===== src/rtl/load_store_unit.sv =====
// load_store_unit
//   Bridges the multi-cycle RISC-V datapath to a unified word-wide memory.
//   Each core request (lb/lh/lw/lbu/lhu/sb/sh/sw) becomes one or more memory
//   cycles. Loads extract the addressed lane and sign/zero-extend it. Because
//   the memory only writes whole words, sb/sh run as read-modify-write.
//   Accesses with a bad funct3, a misaligned address or an out-of-range
//   address are rejected without any memory cycle.
//
// Handshake: req is sampled only while idle (busy=0). Accepting it latches
//   we/funct3/addr/wdata. Exactly one one-cycle done pulse follows, with err
//   qualifying it. req seen while busy is ignored, and there is no queueing.
//   A new request may be presented in the cycle after done.
//
// Ports
//   clk, rst      clock; synchronous active-high reset
//   req, we       request strobe; 1 = store, 0 = load
//   funct3        0 b, 1 h, 2 w, 4 bu, 5 hu
//   addr, wdata   byte address; store data (low byte/half for sb/sh)
//   rdata         extended load result, held until the next load completes
//   done, err     completion pulse; rejection flag valid with done
//   busy          high whenever the unit is not idle
//   mem_A/WE/WD   word address, write enable and write data to memory
//   mem_RD        combinational read data of mem_A
module load_store_unit #(
  parameter int MEM_WORDS = 16384
) (
  input  logic        clk,
  input  logic        rst,
  input  logic        req,
  input  logic        we,
  input  logic [2:0]  funct3,
  input  logic [31:0] addr,
  input  logic [31:0] wdata,
  output logic [31:0] rdata,
  output logic        done,
  output logic        err,
  output logic        busy,
  output logic [31:0] mem_A,
  output logic        mem_WE,
  output logic [31:0] mem_WD,
  input  logic [31:0] mem_RD
);

  localparam logic [29:0] MEM_LIMIT = 30'(MEM_WORDS);

  typedef enum logic [2:0] {
    IDLE   = 3'd0,
    LOAD   = 3'd1,
    RMW_RD = 3'd2,
    WRITE  = 3'd3,
    DONE   = 3'd4
  } state_t;

  state_t      state;
  state_t      state_next;
  logic [31:0] addr_q;
  logic [31:0] wdata_q;
  logic [2:0]  funct3_q;
  logic        we_q;
  logic        err_q;
  logic [31:0] merge_q;

  // Rejection is decided on the live request inputs, in the cycle req is taken.
  logic bad_funct3;
  logic misaligned;
  logic out_of_range;
  logic reject;

  always_comb begin
    bad_funct3   = (funct3 == 3'd3) || (funct3[2:1] == 2'b11) ||
                   (we && (funct3[2:1] == 2'b10));
    misaligned   = ((funct3[1:0] == 2'b01) && addr[0]) ||
                   ((funct3 == 3'd2) && (addr[1:0] != 2'b00));
    out_of_range = (addr[31:2] >= MEM_LIMIT);
    reject       = bad_funct3 || misaligned || out_of_range;
  end

  // Next-state logic
  always_comb begin
    state_next = state;
    case (state)
      IDLE: begin
        if (req) begin
          if (reject)               state_next = DONE;
          else if (!we)             state_next = LOAD;
          else if (funct3 == 3'd2)  state_next = WRITE;
          else                      state_next = RMW_RD;
        end
      end
      LOAD:    state_next = DONE;
      RMW_RD:  state_next = WRITE;
      WRITE:   state_next = DONE;
      DONE:    state_next = IDLE;
      default: state_next = IDLE;
    endcase
  end

  // Lane extraction for loads (little-endian) and lane merge for sb/sh.
  logic [7:0]  lane_b;
  logic [15:0] lane_h;
  logic [31:0] load_val;
  logic [31:0] merge_val;

  always_comb begin
    lane_b    = 8'h00;
    lane_h    = addr_q[1] ? mem_RD[31:16] : mem_RD[15:0];
    load_val  = mem_RD;
    merge_val = mem_RD;
    case (addr_q[1:0])
      2'd0:    lane_b = mem_RD[7:0];
      2'd1:    lane_b = mem_RD[15:8];
      2'd2:    lane_b = mem_RD[23:16];
      default: lane_b = mem_RD[31:24];
    endcase
    case (funct3_q)
      3'd0:    load_val = {{24{lane_b[7]}}, lane_b};
      3'd1:    load_val = {{16{lane_h[15]}}, lane_h};
      3'd4:    load_val = {24'h000000, lane_b};
      3'd5:    load_val = {16'h0000, lane_h};
      default: load_val = mem_RD;
    endcase
    if (funct3_q[1:0] == 2'b00) begin
      case (addr_q[1:0])
        2'd0:    merge_val[7:0]   = wdata_q[7:0];
        2'd1:    merge_val[15:8]  = wdata_q[7:0];
        2'd2:    merge_val[23:16] = wdata_q[7:0];
        default: merge_val[31:24] = wdata_q[7:0];
      endcase
    end else if (addr_q[1]) begin
      merge_val[31:16] = wdata_q[15:0];
    end else begin
      merge_val[15:0] = wdata_q[15:0];
    end
  end

  always_ff @(posedge clk) begin
    if (rst) begin
      state    <= IDLE;
      addr_q   <= 32'h0;
      wdata_q  <= 32'h0;
      funct3_q <= 3'd0;
      we_q     <= 1'b0;
      err_q    <= 1'b0;
      merge_q  <= 32'h0;
      rdata    <= 32'h0;
    end else begin
      state <= state_next;
      case (state)
        IDLE: begin
          if (req) begin
            addr_q   <= addr;
            wdata_q  <= wdata;
            funct3_q <= funct3;
            we_q     <= we;
            err_q    <= reject;
          end
        end
        LOAD:    rdata   <= load_val;
        RMW_RD:  merge_q <= merge_val;
        default: ;
      endcase
    end
  end

  // Outputs; mem_WE is gated by rst so a reset cycle can never write memory.
  always_comb begin
    done   = (state == DONE);
    err    = (state == DONE) && err_q;
    busy   = (state != IDLE);
    mem_A  = {addr_q[31:2], 2'b00};
    mem_WE = (state == WRITE) && !rst;
    mem_WD = 32'h0;
    if (state == WRITE) mem_WD = (funct3_q == 3'd2) ? wdata_q : merge_q;
  end

endmodule


===== config.mk =====
export PLATFORM = sky130hd
export DESIGN_NAME = load_store_unit
export DESIGN_NICKNAME = d
export VERILOG_FILES = /design/src/rtl/load_store_unit.sv
export SDC_FILE = /design/constraint.sdc
export NUM_CORES = 1
export LEC_CHECK = 0
export ABC_AREA = 1
export ABC_CLOCK_PERIOD_IN_PS = 2220
export BUFFER_PORTS_ARGS = -buffer_cell sky130_fd_sc_hd__buf_2
export CAP_MARGIN = 10
export CORE_AREA = 8 8 135 137
export DETAILED_ROUTE_END_ITERATION = 16
export DIE_AREA = 0 0 143 145
export PLACE_DENSITY = 0.69
export SETUP_SLACK_MARGIN = 0.2
export SYNTH_ARGS = -nofsm -noshare
export SYNTH_HDL_FRONTEND = slang
export SYNTH_SLANG_ARGS = --single-unit

===== constraint.sdc =====
create_clock -name clk -period 2.22 [get_ports clk]
set_input_delay 0 -clock clk [delete_from_list [all_inputs] [get_ports clk]]
set_output_delay 0 -clock clk [all_outputs]
set_load 0.02 [all_outputs]

==> impl_results.md <==
- Deepest level of the CTS H-tree: 4
- Number of enable flip-flop cells after synthesis: 0
- CTS Root Cell: clkbuf_16
- DRC: 0
- Total GRT Usage: 24.8%
- #FFs+latches synth: 135
- Fmax: 532 MHz
- Crit. End Element: primary output
- Die Ht: between 100 and 150 um
- Global-route wire length before repair: about 40 mm
- Yosys top cell area share: approximately two fifths
- CP arrival: 1.88 ns
- Hpwl dp: ~17 mm
- Final period utilization: 84.7%
- Diode count: 0
- Fill cells: 1486
- Peak VDD IR: between 0.0006 and 0.0007 V
- Fin Setup TNS: 0 ns
- Max-cap viol count: 0
- Syn avg cell area: around 7.0 um2
- Post-synthesis compound-gate area fraction: approximately 31%
- Num CTS Buffers: 17
- Clock network fraction of total power: between 40% and 50%
- Total number of vias: between 8000 and 9000
- Cell Pwr Density: 720 mW/mm2
- Routed Antenna Nets: 0
- Outcome: complete, no violations
- RSZ-0062 raised after global routing: false
- Mux cell area share after synthesis: 0%
- Share of layout cells above drive strength 1: 21.7%
- Synth warn: 0
- Synth Area in Adders: 0%
- Row cnt: 47
- Area delta synth->final: 33.5%
- Ys async rst share: 0%
- Nets@finish: roughly 1300
- Initial Util: between 40 and 50%
- Setup crit start kind: flop
- Max Root-Sink Buffers: 2
- DRT Pass-1 Iters: 5
- Post-synthesis xor/xnor area fraction: 0%
- CP Max Fanout: 51
- Simple-gate portion of the synthesized area: 18.1%
- Layout Skew: 0.00782 ns
- Main combinational cell family by area after synthesis: compound AO/OA/AOI/OAI gates
- Clk_lat worst skew: 0.43 ns
- Vias in the first global route: 7758
- Min Clock Period, post-route: ~1.9 ns
- Area contributors post-synth: dfxtp_1 (38%), o21ai_0 (15%), a21oi_1 (7.5%)
- Final setup fails: 0
- Sw Share: 29.0%
- Switching pwr: 1.96 mW
- Post-CTS Setup Bufs: 0
- Max_slew headroom: a little over half
- DRT iter0 DRCs: about 740
- Leak: approximately 4.2 nW
- Final slew viol count: 0
- Clock sink total: 135
- Largest net degree at the start of global routing: slightly below 70
- Worst Hold Path Cells: 5
- Gate Count Post-Synth: just over 1000
- Reg area: between 0.002 and 0.003 mm2
- CTS tree: yes
- Total Wirelength: between 20 and 30 mm
- Initial antenna violation count: 0
- CP Class: reg2out
- Largest area contributor in the netlist: dfxtp_1
- Core area: 0.0162 mm2
- Sequential Power Share: between 30% and 40%
- Port Buf Inserts: 200
- Actual slew at the worst max-slew pin: 0.700 ns
- Hold Path Origin: mem_RD[9]
- Hold crit path type: in2reg
- CTS clk-pin slew, worst paths: approximately 0.060 ns
- Avg Vias per Cell: between 5 and 6
- Path depth of the worst reg2reg path: 7
- Grt ovf: 0
- Post-Syn Area: just over 0.007 mm2
- I/O Pins: roughly 200
- Critical path required time: roughly 2.2 ns
- Total Die Area: 0.0207 mm2
- Yosys cell types: 31
- Hold Vio Cnt, Final: 0
- RR Endpoint: addr_q[2]
- Placer Congestion: roughly 0.94
- R2r startpoint: state[0]
- Internal power: 4.80 mW
- FF-to-FF setup slack: approximately 0.47 ns
- DR WL/cell: about 18 um
- Worst Hold End: rdata[9]
- Final Power: just under 7 mW
- Register area share after synthesis: around two fifths
- Die extent in x: ~140 um
- Area of the multi-input gates: approximately 0.0035 mm2
- Comb power frac: 17.9%
- Synth Flop Type: dfxtp_1
## cell usage after synthesis, types with 2 or more instances
cell type  count
o21ai_0      204
dfxtp_1      135
nor2_1       119
nand2_1      114
a21oi_1      106
inv_1         59
clkbuf_1      52
nand4_1       35
buf_4         34
a31oi_1       32
o211ai_1      30
buf_2         16
o21bai_1      16
nand3_1       14
o21ai_1       10
buf_6          7
buf_1          5
inv_2          5
nor2_4         3
clkinv_1       2
nand2_2        2
nand3b_1       2
## through the flow
step,cell area [um2],utilization [%],hold WS (ns),instances,worst slack [ns]
2_1_floorplan,7040,-,0.0798,1012,0.810
5_1_grt,9390,58.1,0.0244,1458,0.222
6_report,9390,58.1,0.0161,1458,0.339
4_1_cts,9370,57.9,0.00511,1458,0.250
3_5_place_dp,7870,48.6,0.227,1337,0.510
3_3_place_gp,7870,48.6,0.222,1337,0.572
## layout by cell type, fill, tap and decap left out, drive strengths merged, types with 30 or more instances in the layout
cell	count
o21ai	215
nor2	122
nand2	117
buf	219
a21oi	107
dlygate4sd3	89
dfxtp	135
a31oi	32
nand4	35
inv	65
o211ai	30
## worst max-delay path by stage
stage,start,to,slack (ns)
3_5_place_dp,state[0],wdata_q[14],0.51
4_1_cts,funct3_q[1],mem_WD[31],0.25
6_report,funct3_q[1],mem_WD[31],0.34
3_3_place_gp,state[0],wdata_q[14],0.57
5_1_grt,funct3_q[1],mem_WD[31],0.22
2_1_floorplan,funct3_q[1],mem_WD[22],0.81
## logic make-up after synthesis
| logic type | count (synthesis) |
|---|---|
| buf+inv | 181 |
| other cells | 1 |
| simple gates | 294 |
| flops | 135 |
| compound gates | 400 |
## critical path, stage by stage, from the launching register on
cell and delay, ns:
dfxtp_1 0.35, buf_12 0.21, nand3_1 0.16, buf_4 0.23, nand2_1 0.10, a21oi_2 0.20
buf_2 0.20
## metal layers
layer | global-route usage, % | routed length [um]
met1 | 29.5 | 10300
met3 | 6.04 | 1910
met5 | 0 | 0
met2 | 40.2 | 12500
met4 | 13.2 | 1200
## sequential cells by signal (all words and copies together) (netlist names)
register,count
merge_q,32
rdata,32
err_q,1
state,3
wdata_q,32
addr_q,32
funct3_q,3
## final cells by class
type	instances	area share (%)
timing repair buffer	308	22.2
clock inverter	12	1.61
multi-input combinational	696	36.9
sequential	135	28.8
inverter	67	2.70
tap	220	2.93
clock buffer	20	4.86
## power groups by stage
stage	clock network, mW	registers [mW]	logic [mW]
floorplan	0	2.63	0.795
global placement	0	2.66	1.04
detailed placement	0	2.66	1.06
CTS	2.95	2.61	1.19
global route	3.06	2.62	1.33
finish	2.93	2.62	1.21
## what timing repair did
action                                  4_1_cts  5_1_grt
hold endpoints to repair                     98        0
endpoints found under the setup margin       32       32
gates resized for setup                       1        6
hold buffers                                 89        0
No activity file was read; power rests on OpenSTA's default activity.
